## config.mk

```make
export PLATFORM = sky130hd
export DESIGN_NAME = lii_unpack_router
export DESIGN_NICKNAME = d
export VERILOG_FILES = /design/src/rtl/lii_unpack_router.sv
export SDC_FILE = /design/constraint.sdc
export NUM_CORES = 1
export LEC_CHECK = 0
export CAP_MARGIN = 20
export CORE_MARGIN = 2
export CORE_UTILIZATION = 49
export CTS_BUF_LIST = sky130_fd_sc_hd__clkbuf_8
export CTS_CLUSTER_DIAMETER = 120
export DETAILED_ROUTE_END_ITERATION = 8
export PLACE_DENSITY = 0.88
export SLEW_MARGIN = 5
export SYNTH_ARGS = -nofsm -noshare
export SYNTH_HDL_FRONTEND = slang
export SYNTH_SLANG_ARGS = --single-unit
```

## constraint.sdc

```tcl
create_clock -name aclk -period 3 [get_ports aclk]
set_clock_uncertainty 0.15 [all_clocks]
set_input_delay 0.6 -clock aclk [delete_from_list [all_inputs] [get_ports aclk]]
set_output_delay 0.6 -clock aclk [all_outputs]
set_load 0.005 [all_outputs]
```

## src/rtl/lii_unpack_router.sv

```systemverilog
// lii_unpack_router: routes LII beats by dst into per-channel FIFOs and serialises them into kernel words
module lii_unpack_router #(
  parameter int NCH      = 2,
  parameter int PW       = 64,
  parameter int KW       = 8,
  parameter int LANES    = 1,
  parameter int DEPTH    = 4,
  parameter int BASE_DST = 0
) (
  input  logic              aclk,
  input  logic              arstn,
  input  logic [PW-1:0]     lii_in_p0_tdata,
  input  logic              lii_in_p0_tvalid,
  output logic              lii_in_p0_tready,
  input  logic [7:0]        lii_in_p0_src,
  input  logic [7:0]        lii_in_p0_dst,
  output logic [NCH*KW-1:0] ch_tdata,
  output logic [NCH-1:0]    ch_tvalid,
  input  logic [NCH-1:0]    ch_tready,
  output logic [15:0]       drop_cnt,
  output logic              ce
);
  localparam int AW = $clog2(DEPTH);
  localparam int LW = LANES * KW;
  localparam int CW = LANES > 1 ? $clog2(LANES) : 1;
  localparam logic [7:0] BASE = 8'(BASE_DST);
  localparam logic [CW-1:0] LAST = CW'(LANES - 1);
  logic [7:0]     idx;
  logic [NCH-1:0] hit, full, full_n;
  logic           route_ok;
  logic [15:0]    drop_q, drop_d;
  logic           ce_q;
  logic           unused_bits;
  assign unused_bits = ^{lii_in_p0_src, lii_in_p0_tdata};
  assign idx = lii_in_p0_dst - BASE;
  assign route_ok = |hit;
  assign lii_in_p0_tready = ~|(hit & full);
  assign drop_cnt = drop_q;
  assign ce = ce_q;
  // count beats with no matching channel, saturating at all-ones
  always_comb begin
    drop_d = (lii_in_p0_tvalid && !route_ok && drop_q != 16'hFFFF) ? drop_q + 16'd1 : drop_q;
  end
  // drop counter and clock enable; ce looks at next-cycle fullness so it drops with full
  always_ff @(posedge aclk) begin
    if (!arstn) begin
      drop_q <= '0;
      ce_q   <= 1'b0;
    end else begin
      drop_q <= drop_d;
      ce_q   <= ~|full_n;
    end
  end
  for (genvar c = 0; c < NCH; c++) begin : g_ch
    logic [LW-1:0] mem_q [DEPTH];
    logic [LW-1:0] head;
    logic [AW:0]   wr_q, wr_d, rd_q, rd_d;
    logic [CW-1:0] lane_q, lane_d;
    logic          push, pop, fire;
    assign hit[c] = idx == 8'(c);
    assign head = mem_q[rd_q[AW-1:0]];
    assign full[c] = (wr_q[AW] != rd_q[AW]) && (wr_q[AW-1:0] == rd_q[AW-1:0]);
    assign ch_tvalid[c] = wr_q != rd_q;
    assign ch_tdata[c*KW +: KW] = head[lane_q*KW +: KW];
    assign fire = ch_tvalid[c] & ch_tready[c];
    assign push = lii_in_p0_tvalid & hit[c] & !full[c];
    assign pop = fire & (lane_q == LAST);
    // pointer and lane advance; the beat is popped only after its last lane is taken
    always_comb begin
      wr_d = push ? wr_q + 1'b1 : wr_q;
      rd_d = pop ? rd_q + 1'b1 : rd_q;
      lane_d = !fire ? lane_q : (lane_q == LAST) ? '0 : lane_q + 1'b1;
      full_n[c] = (wr_d[AW] != rd_d[AW]) && (wr_d[AW-1:0] == rd_d[AW-1:0]);
    end
    // FIFO pointers and lane counter
    always_ff @(posedge aclk) begin
      if (!arstn) begin
        wr_q   <= '0;
        rd_q   <= '0;
        lane_q <= '0;
      end else begin
        wr_q   <= wr_d;
        rd_q   <= rd_d;
        lane_q <= lane_d;
      end
    end
    // beat storage; contents are irrelevant while the pointers say empty
    always_ff @(posedge aclk) begin
      if (push) mem_q[wr_q[AW-1:0]] <= lii_in_p0_tdata[LW-1:0];
    end
  end
endmodule

```

==> flow_summary.ini <==
[floorplan]
dieArea_mm2 = 0.00900
die_x_um = 94.9
die_y_um = 94.9
start_util = 0.500
rows = 33
core_area_mm2 = 0.00809
boundaryPins = 121

[pwr]
p_per_area_mw_per_mm2 = 447
p_comb_frac = 0.036
power_leakage_nw = 1.72
pwr-share-seq = 0.617
clkPwrFrac = 0.348
p_sw_frac = 0.226
power_switching_uw = 503
ir_drop_uv = 253
p_int_mw = 1.73

[critical_path]
slowest_delay_ps = 550
worst_setup_path_start_kind = flop
critPathTopFamily = buffers and inverters
cp.depth = 3
worstPathMaxFanout = 11
crit_chain = buf_4, mux4_2, clkdlybuf4s50_1
reg2reg_depth = 7
worstPathRequired_ps = 2250
critPathKind = reg -> out
cp_num_buf_inv = 2
critPathArrivalTime_ps = 2010
end_kind = output port
cp_slowest_cell = mux4_2

[layout]
seq_area_mm2 = 0.00250
n_fill_cell = 640
design_area_mm2 = 0.00499
areaGrowthSynthToFinish_pct = 23.4
multi_input_comb_area_mm2 = 0.00149
final_cell_mix = edfxtp_1 (64), clkdlybuf4s50_1 (56), nor2_1 (32)
insertedDiodeCount = 0
nets = 445
drive_gt1_frac = 0.150
layout_commonest_cell = edfxtp_1
final_util = 0.617

[worst_hold_path]
hold_depth = 2
hp-class = reg -> reg

[synth]
syn_area_mm2 = 0.00405
synth_edf_count = 64
yosys.area.top_type = edfxtp_1
ys_warn_count = 0
ys_async_sr_fraction = 0
syn_area_per_cell_um2 = 14.7
seq_area_frac_synth = 0.619
synth_top_area_frac = 0.475
synth_cell_types = 44
synthesis.nets = 371
postSynthCellCount = 275
synthFlopType = edfxtp_1
synth.top_cells.by_area = edfxtp_1 (48%), dfxtp_1 (14%), mux4_2 (5.0%), mux4_1 (4.5%), xor2_1 (4.5%)
synth_seq_cells = 93

[status]
status = completed

[drt]
viasPerCell = 5.38
drt_wl_total_um = 7760
routedWlPerCell_um = 16.9
ant_nets = 0
dr.pass1.iters = 6
drc_errors = 0
drtIter0Drc = 112
via_count = 2470

[global_route]
grt_pass1_wl_um = 12400
grt_overflow = 0
grt_use_total = 0.186
grt_max_degree = 18
grt_pass1_vias = 2533
antenna_found_initial = 0

[placement]
dp_hpwl_um = 5550
io_buffers = 56
place_congestion = 0.818
post_dp_cell_area_mm2 = 0.00479

[timing]
rsz0062_at_grt = false
setup_viol_count_final = 0
drv_slew = 0
tns_ps = 0
slew_headroom = 0.406
min_period_ps = 2760
tightest_slew_ps = 886
fin_crit_sh = 0.921
hold_viol_final = 0
fmax_ghz = 0.362

[cts]
cts_sinks = 93
clk_latency_ps = 360
cts_tree = done
cts_hold_buf = 0
numCtsBuffers = 9
cts_buffer_depth = 2
cts-root-buf = clkbuf_8
cts_htree_levels = 3
clk_pin_slew_worst_paths_ps = 100
post-cts-setup-buffer-count = 0

[job]
max_cap_viol_count = 0
-- flip-flops by register name, summed over array words and instances (netlist names) --
register and cells:
g_ch.mem_q 64, drop_cnt 16, g_ch.rd_q 6, g_ch.wr_q 6, ce 1
-- path summary, 6_finish.rpt --
path	slack (ps)	endpoint	startpoint
min	410	g_ch[1].rd_q[2]$_SDFF_PN0_	g_ch[1].rd_q[2]$_SDFF_PN0_
min reg2reg	410	g_ch[1].rd_q[2]$_SDFF_PN0_	g_ch[1].rd_q[2]$_SDFF_PN0_
max	240	ch_tdata[15]	g_ch[1].rd_q[0]$_SDFF_PN0_
max reg2reg	670	drop_cnt[15]$_SDFFE_PN0P_	drop_cnt[0]$_SDFFE_PN0P_
-- through the flow --
step	worst slack (ps)	power, mW	hold WS [ps]	cells
2_1_floorplan	684	1.42	350	275
5_1_grt	75.8	2.31	431	459
4_1_cts	13.8	2.25	407	459
3_5_place_dp	112	1.48	388	443
6_report	237	2.23	407	459
3_3_place_gp	169	1.48	365	443
-- Yosys cell counts (all sizes together), types with 3 or more instances --
cell and instances:
edfxtp 64, and2 11, nor3 3, nand2 8, inv 5, mux4 16
nand4 5, xnor2 14, nor2 33, ha 11, a21oi 3, dfxtp 29
o21ai 4, xor2 22, buf 4, mux2i 7, nand3 13
-- worst min-delay path, delay by kind of cell, from the launching register on --
family | cells | cell delay [ps]
flip-flops | 1 | 380
XOR/XNOR | 1 | 80
AND/OR/NAND/NOR | 1 | 70
-- power groups by stage --
stage	Combinational [mW]	Clock (mW)	Sequential, mW
2_1_floorplan	0.0205	0	1.40
3_3_place_gp	0.0763	0	1.40
3_5_place_dp	0.0802	0	1.40
4_1_cts	0.0805	0.793	1.38
5_1_grt	0.0868	0.846	1.38
6_report	0.0799	0.775	1.38
-- final cells by class --
| class | instances | area share |
|---|---|---|
| tap | 105 | 0.0263 |
| multi-input combinational | 170 | 0.299 |
| inverter | 6 | 0.00451 |
| sequential | 93 | 0.502 |
| timing repair buffer | 69 | 0.132 |
| clock buffer | 9 | 0.0248 |
| clock inverter | 7 | 0.0118 |
-- what timing repair did --
action	CTS	global route
setup endpoints to repair	0	2
endpoints found under the hold margin	0	0
gates resized for setup	0	4
-- cell families after synthesis --
family,share of synthesized area
buf+inv,0.0158
mux,0.116
compound gates,0.0368
flops,0.619
xor+xnor,0.0798
simple gates,0.0993
fa+ha+maj,0.0340
-- layer usage --
layer | wire (um) | GRT usage
met1 | 3120 | 0.219
met2 | 4040 | 0.331
met3 | 475 | 0.0519
met4 | 122 | 0.0580
met5 | 0 | 0
No activity file was read; power rests on OpenSTA's default activity.
